**config.mk**
```make
export PLATFORM = sky130hd
export DESIGN_NAME = lab3_mem_blocking_cache_base_ctrl
export DESIGN_NICKNAME = d
export VERILOG_FILES = /design/src/rtl/lab3_mem_blocking_cache_base_ctrl.sv
export SDC_FILE = /design/constraint.sdc
export NUM_CORES = 1
export LEC_CHECK = 0
export BUFFER_PORTS_ARGS = -buffer_cell sky130_fd_sc_hd__buf_2
export CAP_MARGIN = 20
export CORE_ASPECT_RATIO = 1.1
export CORE_MARGIN = 10
export CORE_UTILIZATION = 40
export CTS_CLUSTER_DIAMETER = 100
export DETAILED_ROUTE_END_ITERATION = 12
export PLACE_DENSITY = 0.78
export SETUP_SLACK_MARGIN = 0.15
export SLEW_MARGIN = 20
export SYNTH_ARGS = -nofsm -noshare
export SYNTH_HDL_FRONTEND = slang
export SYNTH_SLANG_ARGS = --single-unit
```
**constraint.sdc**
```tcl
create_clock -name clk -period 3.3 [get_ports clk]
set_input_delay 0.165 -clock clk [delete_from_list [all_inputs] [get_ports clk]]
set_output_delay 0.165 -clock clk [all_outputs]
set_load 0.03 [all_outputs]
```
**src/rtl/lab3_mem_blocking_cache_base_ctrl.sv**
```systemverilog
// Control unit for a blocking, direct-mapped, write-back cache with 16-byte lines.
// Tracks per-line valid/dirty bits and sequences tag check, eviction, refill and response.
module lab3_mem_blocking_cache_base_ctrl #(
  parameter int unsigned size = 256
) (
  input  logic        clk,
  input  logic        reset,

  input  logic        cachereq_val,
  output logic        cachereq_rdy,
  output logic        cacheresp_val,
  input  logic        cacheresp_rdy,
  output logic        memreq_val,
  input  logic        memreq_rdy,
  input  logic        memresp_val,
  output logic        memresp_rdy,

  output logic        cachereq_en,
  output logic        memresp_en,
  output logic        refill_mux_sel,
  output logic        tag_array_wen,
  output logic        tag_array_ren,
  output logic        data_array_wen,
  output logic        data_array_ren,
  output logic        read_data_reg_en,
  output logic        read_tag_reg_en,
  output logic        memreq_tag_mux_sel,
  output logic [15:0] data_array_wben,
  output logic [1:0]  read_byte_mux_sel,
  output logic [2:0]  cacheresp_type,
  output logic [2:0]  memreq_type,

  input  logic [2:0]  cachereq_type,
  input  logic [31:0] cachereq_addr,
  input  logic        tag_match
);

  localparam int unsigned nblocks = size * 8 / 128;
  localparam int unsigned idw     = $clog2(nblocks);

  typedef enum logic [3:0] {
    StIdle, StTc, StInit, StRd, StWr, StEp, StEr, StEw, StRr, StRw, StRu, StWait
  } state_e;

  state_e             state;
  logic [nblocks-1:0] valid;
  logic [nblocks-1:0] dirty;
  logic [idw-1:0]     idx;
  logic [1:0]         off;
  logic               hit;
  logic               unused_addr;

  assign idx         = cachereq_addr[idw+3:4];
  assign off         = cachereq_addr[3:2];
  assign hit         = tag_match & valid[idx];
  assign unused_addr = ^{cachereq_addr[31:idw+4], cachereq_addr[1:0]};

  always_ff @(posedge clk) begin
    if (reset) begin
      state <= StIdle;
      valid <= '0;
      dirty <= '0;
    end else begin
      unique case (state)
        StIdle: if (cachereq_val) state <= StTc;
        StTc: begin
          if (cachereq_type == 3'd2)                 state <= StInit;
          else if (hit && cachereq_type == 3'd0)     state <= StRd;
          else if (hit && cachereq_type == 3'd1)     state <= StWr;
          else if (valid[idx] && dirty[idx])         state <= StEp;
          else                                       state <= StRr;
        end
        StInit: begin
          valid[idx] <= 1'b1;
          dirty[idx] <= 1'b1;
          state      <= StWait;
        end
        StRd: state <= StWait;
        StWr: begin
          dirty[idx] <= 1'b1;
          state      <= StWait;
        end
        StEp: state <= StEr;
        StEr: if (memreq_rdy) state <= StEw;
        // Write ack carries no data; only the handshake matters.
        StEw: if (memresp_val) state <= StRr;
        StRr: if (memreq_rdy) state <= StRw;
        StRw: if (memresp_val) state <= StRu;
        // Retry the tag check after refill so the hit path completes the request.
        StRu: begin
          valid[idx] <= 1'b1;
          dirty[idx] <= 1'b0;
          state      <= StTc;
        end
        StWait: if (cacheresp_rdy) state <= StIdle;
        default: state <= StIdle;
      endcase
    end
  end

  always_comb begin
    cachereq_rdy       = (state == StIdle);
    cacheresp_val      = 1'b0;
    memreq_val         = 1'b0;
    memresp_rdy        = 1'b0;
    cachereq_en        = 1'b0;
    memresp_en         = 1'b0;
    refill_mux_sel     = 1'b0;
    tag_array_wen      = 1'b0;
    tag_array_ren      = 1'b0;
    data_array_wen     = 1'b0;
    data_array_ren     = 1'b0;
    read_data_reg_en   = 1'b0;
    read_tag_reg_en    = 1'b0;
    memreq_tag_mux_sel = 1'b0;
    data_array_wben    = 16'h0000;
    read_byte_mux_sel  = 2'd0;
    cacheresp_type     = 3'd0;
    memreq_type        = 3'd0;
    // Reset masks every control so an abandoned miss drives nothing.
    if (!reset) begin
      unique case (state)
        StIdle: cachereq_en = cachereq_val;
        StTc: begin
          tag_array_ren   = 1'b1;
          read_tag_reg_en = 1'b1;
        end
        StInit: begin
          data_array_wen  = 1'b1;
          data_array_wben = 16'h000F << {off, 2'b00};
          tag_array_wen   = 1'b1;
        end
        StRd, StEp: begin
          data_array_ren   = 1'b1;
          read_data_reg_en = 1'b1;
        end
        StWr: begin
          data_array_wen  = 1'b1;
          data_array_wben = 16'h000F << {off, 2'b00};
        end
        StEr: begin
          memreq_val  = 1'b1;
          memreq_type = 3'd1;
        end
        StEw: memresp_rdy = 1'b1;
        StRr: begin
          memreq_val         = 1'b1;
          memreq_tag_mux_sel = 1'b1;
        end
        StRw: begin
          memresp_rdy = 1'b1;
          memresp_en  = memresp_val;
        end
        StRu: begin
          data_array_wen  = 1'b1;
          refill_mux_sel  = 1'b1;
          data_array_wben = 16'hFFFF;
          tag_array_wen   = 1'b1;
        end
        StWait: begin
          cacheresp_val     = 1'b1;
          cacheresp_type    = cachereq_type;
          read_byte_mux_sel = off;
        end
        default: ;
      endcase
    end
  end

endmodule

```
==> metrics.txt <==
# TYPE chip_impl_metric gauge
chip_impl_metric{name="power.leakage",unit="nW"} 0.9859
chip_impl_metric{name="final.setup_skew",unit="ns"} 0.007190
chip_impl_metric{name="fp.dieH",unit="um"} 97.33
chip_impl_info{name="synthMostInstantiatedCell",value="nor2_1"} 1
chip_impl_metric{name="max_cap_viol_count",unit=""} 0
chip_impl_metric{name="timing.max_slew.rel_slack",unit="%"} 50.45
chip_impl_info{name="critical-path-top-delay-family",value="compound AO/OA/AOI/OAI gates"} 1
chip_impl_info{name="hp-class",value="in2reg"} 1
chip_impl_metric{name="area_used_by_sequential_logic_in_the_layout",unit="um2"} 720.7
chip_impl_metric{name="mux_cell_area_share_after_synthesis",unit="%"} 10.76
chip_impl_metric{name="post_cts.resized_instances",unit=""} 0
chip_impl_metric{name="totalNegativeSetupSlack",unit="ns"} 0
chip_impl_metric{name="final-setup-viol-count",unit=""} 0
chip_impl_metric{name="numClockSinks",unit=""} 36
chip_impl_metric{name="synthesis.area_per_instance",unit="um2"} 8.145
chip_impl_metric{name="synth_compound_area_share",unit="%"} 24.97
chip_impl_metric{name="synthArstFlopShare",unit="%"} 0
chip_impl_metric{name="post_route_cells_drive_above_1_share",unit="%"} 23.61
chip_impl_metric{name="grt_overall_usage",unit="%"} 12.44
chip_impl_metric{name="detailroute.via_count",unit=""} 1999
chip_impl_metric{name="flow.area_growth_from_synthesis",unit="%"} 11.51
chip_impl_metric{name="synth_seq_cells",unit=""} 36
chip_impl_info{name="critPathKind",value="reg2out"} 1
chip_impl_metric{name="cts.reportedPaths.clkPinSlew",unit="ns"} 0.07
chip_impl_metric{name="post_cts_hold_buffer_count",unit=""} 0
chip_impl_info{name="crit-reg2reg-launch",value="state[1]"} 1
chip_impl_metric{name="io_pins",unit=""} 80
chip_impl_metric{name="fin_hold_ws",unit="ns"} 0.1932
chip_impl_info{name="endpoint_kind_of_the_worst_setup_timing_path",value="output port"} 1
chip_impl_metric{name="fill_cells",unit=""} 531
chip_impl_info{name="worstHoldStart",value="cachereq_type[0]"} 1
chip_impl_metric{name="netlist_area",unit="um2"} 2175
chip_impl_metric{name="synth_seq_area_share",unit="%"} 33.14
chip_impl_metric{name="drt-pass1-iter-count",unit=""} 4
chip_impl_metric{name="yosys_warnings",unit=""} 0
chip_impl_metric{name="drt-total-wl",unit="mm"} 5.480
chip_impl_metric{name="grt_pass1_vias",unit=""} 1958
chip_impl_info{name="worstSetupStartpointType",value="register"} 1
chip_impl_metric{name="area_taken_by_multi_input_logic_gates",unit="um2"} 1214
chip_impl_metric{name="timing.critical_path.slowest_cell_delay",unit="ns"} 0.68
chip_impl_info{name="synthTopCellsByArea",value="dfxtp_1 (33%), a211oi_1 (6.6%), nor2_1 (6.4%)"} 1
chip_impl_info{name="status",value="completed"} 1
chip_impl_info{name="rsz0062_at_grt",value="false"} 1
chip_impl_metric{name="worst-endpoint-arrival",unit="ns"} 2.54
chip_impl_metric{name="synth_top_area_share",unit="%"} 33.14
chip_impl_metric{name="die_width",unit="um"} 90.30
chip_impl_metric{name="insertedDiodeCount",unit=""} 0
chip_impl_metric{name="post-route-drc-count",unit=""} 0
chip_impl_metric{name="cp_max_fo",unit=""} 19
chip_impl_metric{name="initial_core_util",unit="%"} 40.84
chip_impl_metric{name="finalCritPeriodShare",unit="%"} 82.00
chip_impl_info{name="synth_top_cell_by_area",value="dfxtp_1"} 1
chip_impl_metric{name="skew_pair_late_insertion_delay",unit="ns"} 0.29
chip_impl_info{name="crit_path_cell_trace",value="nand2b_1 -> a2111oi_0 -> nand2_1 -> a21oi_1 -> buf_2"} 1
chip_impl_info{name="cpMaxStageDelayCell",value="dfxtp_1"} 1
chip_impl_metric{name="design.die.area",unit="um2"} 8789
chip_impl_metric{name="synth_cell_types",unit=""} 45
chip_impl_info{name="synth_top_cells_by_count",value="nor2_1 (37), dfxtp_1 (36), a21oi_1 (26)"} 1
chip_impl_metric{name="power.density_cell_area",unit="nW/um2"} 486.7
chip_impl_info{name="worst_setup_path_startpoint",value="state[1]"} 1
chip_impl_metric{name="final_wtd_congestion",unit=""} 0.8203
chip_impl_metric{name="cts_inserted_buffers",unit=""} 5
chip_impl_metric{name="final.min_clock_period",unit="ns"} 2.706
chip_impl_metric{name="postCtsSetupBuffers",unit=""} 0
chip_impl_metric{name="synth_enable_flop_cells",unit=""} 0
chip_impl_metric{name="synth_area_in_adders",unit="%"} 0
chip_impl_metric{name="post-dp-hpwl",unit="mm"} 4.118
chip_impl_metric{name="dr.first_iter.drc_count",unit=""} 188
chip_impl_metric{name="timing.final.max_slew_violations",unit=""} 0
chip_impl_metric{name="dp_cells",unit=""} 355
chip_impl_metric{name="grt_first_pass_wirelength",unit="mm"} 9.377
chip_impl_metric{name="drt-vias-per-instance",unit=""} 5.507
chip_impl_metric{name="irDropWorstVdd",unit="V"} 0.0001835
chip_impl_metric{name="critical_path.n_buffers_inverters",unit=""} 1
chip_impl_metric{name="grt-ovfl-total",unit=""} 0
chip_impl_metric{name="maxClockFrequency",unit="MHz"} 369.6
chip_impl_info{name="dominantRegCellSynth",value="dfxtp_1"} 1
chip_impl_metric{name="average_wire_per_cell_in_the_routed_design",unit="um"} 15.10
chip_impl_metric{name="synth_simple_gate_area_share",unit="%"} 19.33
chip_impl_metric{name="largest_net_degree_at_the_start_of_global_routing",unit=""} 44
chip_impl_metric{name="number_of_placement_rows",unit=""} 28
chip_impl_metric{name="ant_nets",unit=""} 0
chip_impl_metric{name="post_layout_nonfiller_instances",unit=""} 363
chip_impl_metric{name="timing.final.hold_violations",unit=""} 0
chip_impl_metric{name="cts-htree-levels",unit=""} 2
chip_impl_metric{name="number_of_antenna_violations_at_the_first_check_in_global_routing",unit=""} 0
chip_impl_metric{name="finish.net_count",unit=""} 329
chip_impl_metric{name="critical_path_required",unit="ns"} 3.13
chip_impl_metric{name="power.total",unit="W"} 0.001180
chip_impl_metric{name="syn_inst",unit=""} 267
chip_impl_metric{name="timing_worst_slew_pin_value",unit="ns"} 0.7432
chip_impl_metric{name="r2r_slack",unit="ns"} 1.10
chip_impl_info{name="cts_tree",value="yes"} 1
chip_impl_info{name="buffer_cell_driving_the_clock_tree_root",value="clkbuf_8"} 1
chip_impl_metric{name="ctsLongestPathBuffers",unit=""} 2
chip_impl_metric{name="synth_xor_xnor_area_share",unit="%"} 0.4028
chip_impl_info{name="combinational_family_with_the_most_area_after_synthesis",value="compound AO/OA/AOI/OAI gates"} 1
chip_impl_metric{name="design.core.area",unit="um2"} 5325
chip_impl_metric{name="io_buffers",unit=""} 51
[final timing paths]
kind / to / depth (start not counted)
max: data_array_wben[3] / 5
min: state[0] / 4
max reg2reg: register / 5
min reg2reg: valid[1] / 2
[area by class of cell]
class	instances	area share, %
flip-flops and latches	36	29.72
multi-input cells	186	50.05
well taps	75	3.870
repair buffers	52	10.84
clock buffers	5	2.838
clock inverters	3	1.754
inverters	6	0.9288
[logic make-up after synthesis]
| family | after synthesis |
|---|---|
| buffers and inverters | 46 |
| AND/OR/NAND/NOR | 85 |
| other | 1 |
| XOR/XNOR | 1 |
| multiplexers | 13 |
| AO/OA/AOI/OAI | 85 |
| flip-flops | 36 |
[metrics by stage]
stage | setup WS [ns] | instance area (um2) | utilization, %
3_5_place_dp | 0.9484 | 2313 | 43.44
2_1_floorplan | 1.043 | 2178 | -
5_1_grt | 0.2963 | 2425 | 45.54
6_report | 0.5940 | 2425 | 45.54
4_1_cts | 0.6076 | 2425 | 45.54
3_3_place_gp | 0.9902 | 2313 | 43.44
[routing by layer]
| metal | routed length (um) | GRT usage (%) |
|---|---|---|
| met5 | 0 | 0 |
| met4 | 64 | 4.044 |
| met3 | 502 | 4.637 |
| met2 | 2694 | 20.86 |
| met1 | 2218 | 14.23 |
[placed cells by master, fill, tap and decap left out, drive strengths merged, types with 4 or more instances in the layout]
cell,Yosys,layout
clkbuf,19,5
a31oi,18,18
mux2i,5,5
dfxtp,36,36
buf,21,52
and2,10,10
mux4,7,7
nor3,7,7
nand2b,4,4
inv,6,6
nand2,7,7
nor2,37,37
a21oi,26,26
o21ai,7,7
a211oi,20,20
[worst register-to-register path: stages (launching register included)]
cell and delay (ns):
dfxtp_1 0.68, nand2b_1 0.27, nor2_1 0.35, nand2_1 0.18, nor3_1 0.43, a211oi_1 0.15
[report_power, final]
part	total [W]	switching (W)	internal, W
clock	0.000383	0.000160	0.000223
sequential	0.000495	0.0000481	0.000447
combinational	0.000302	0.000197	0.000105
No activity file was read; power rests on OpenSTA's default activity.
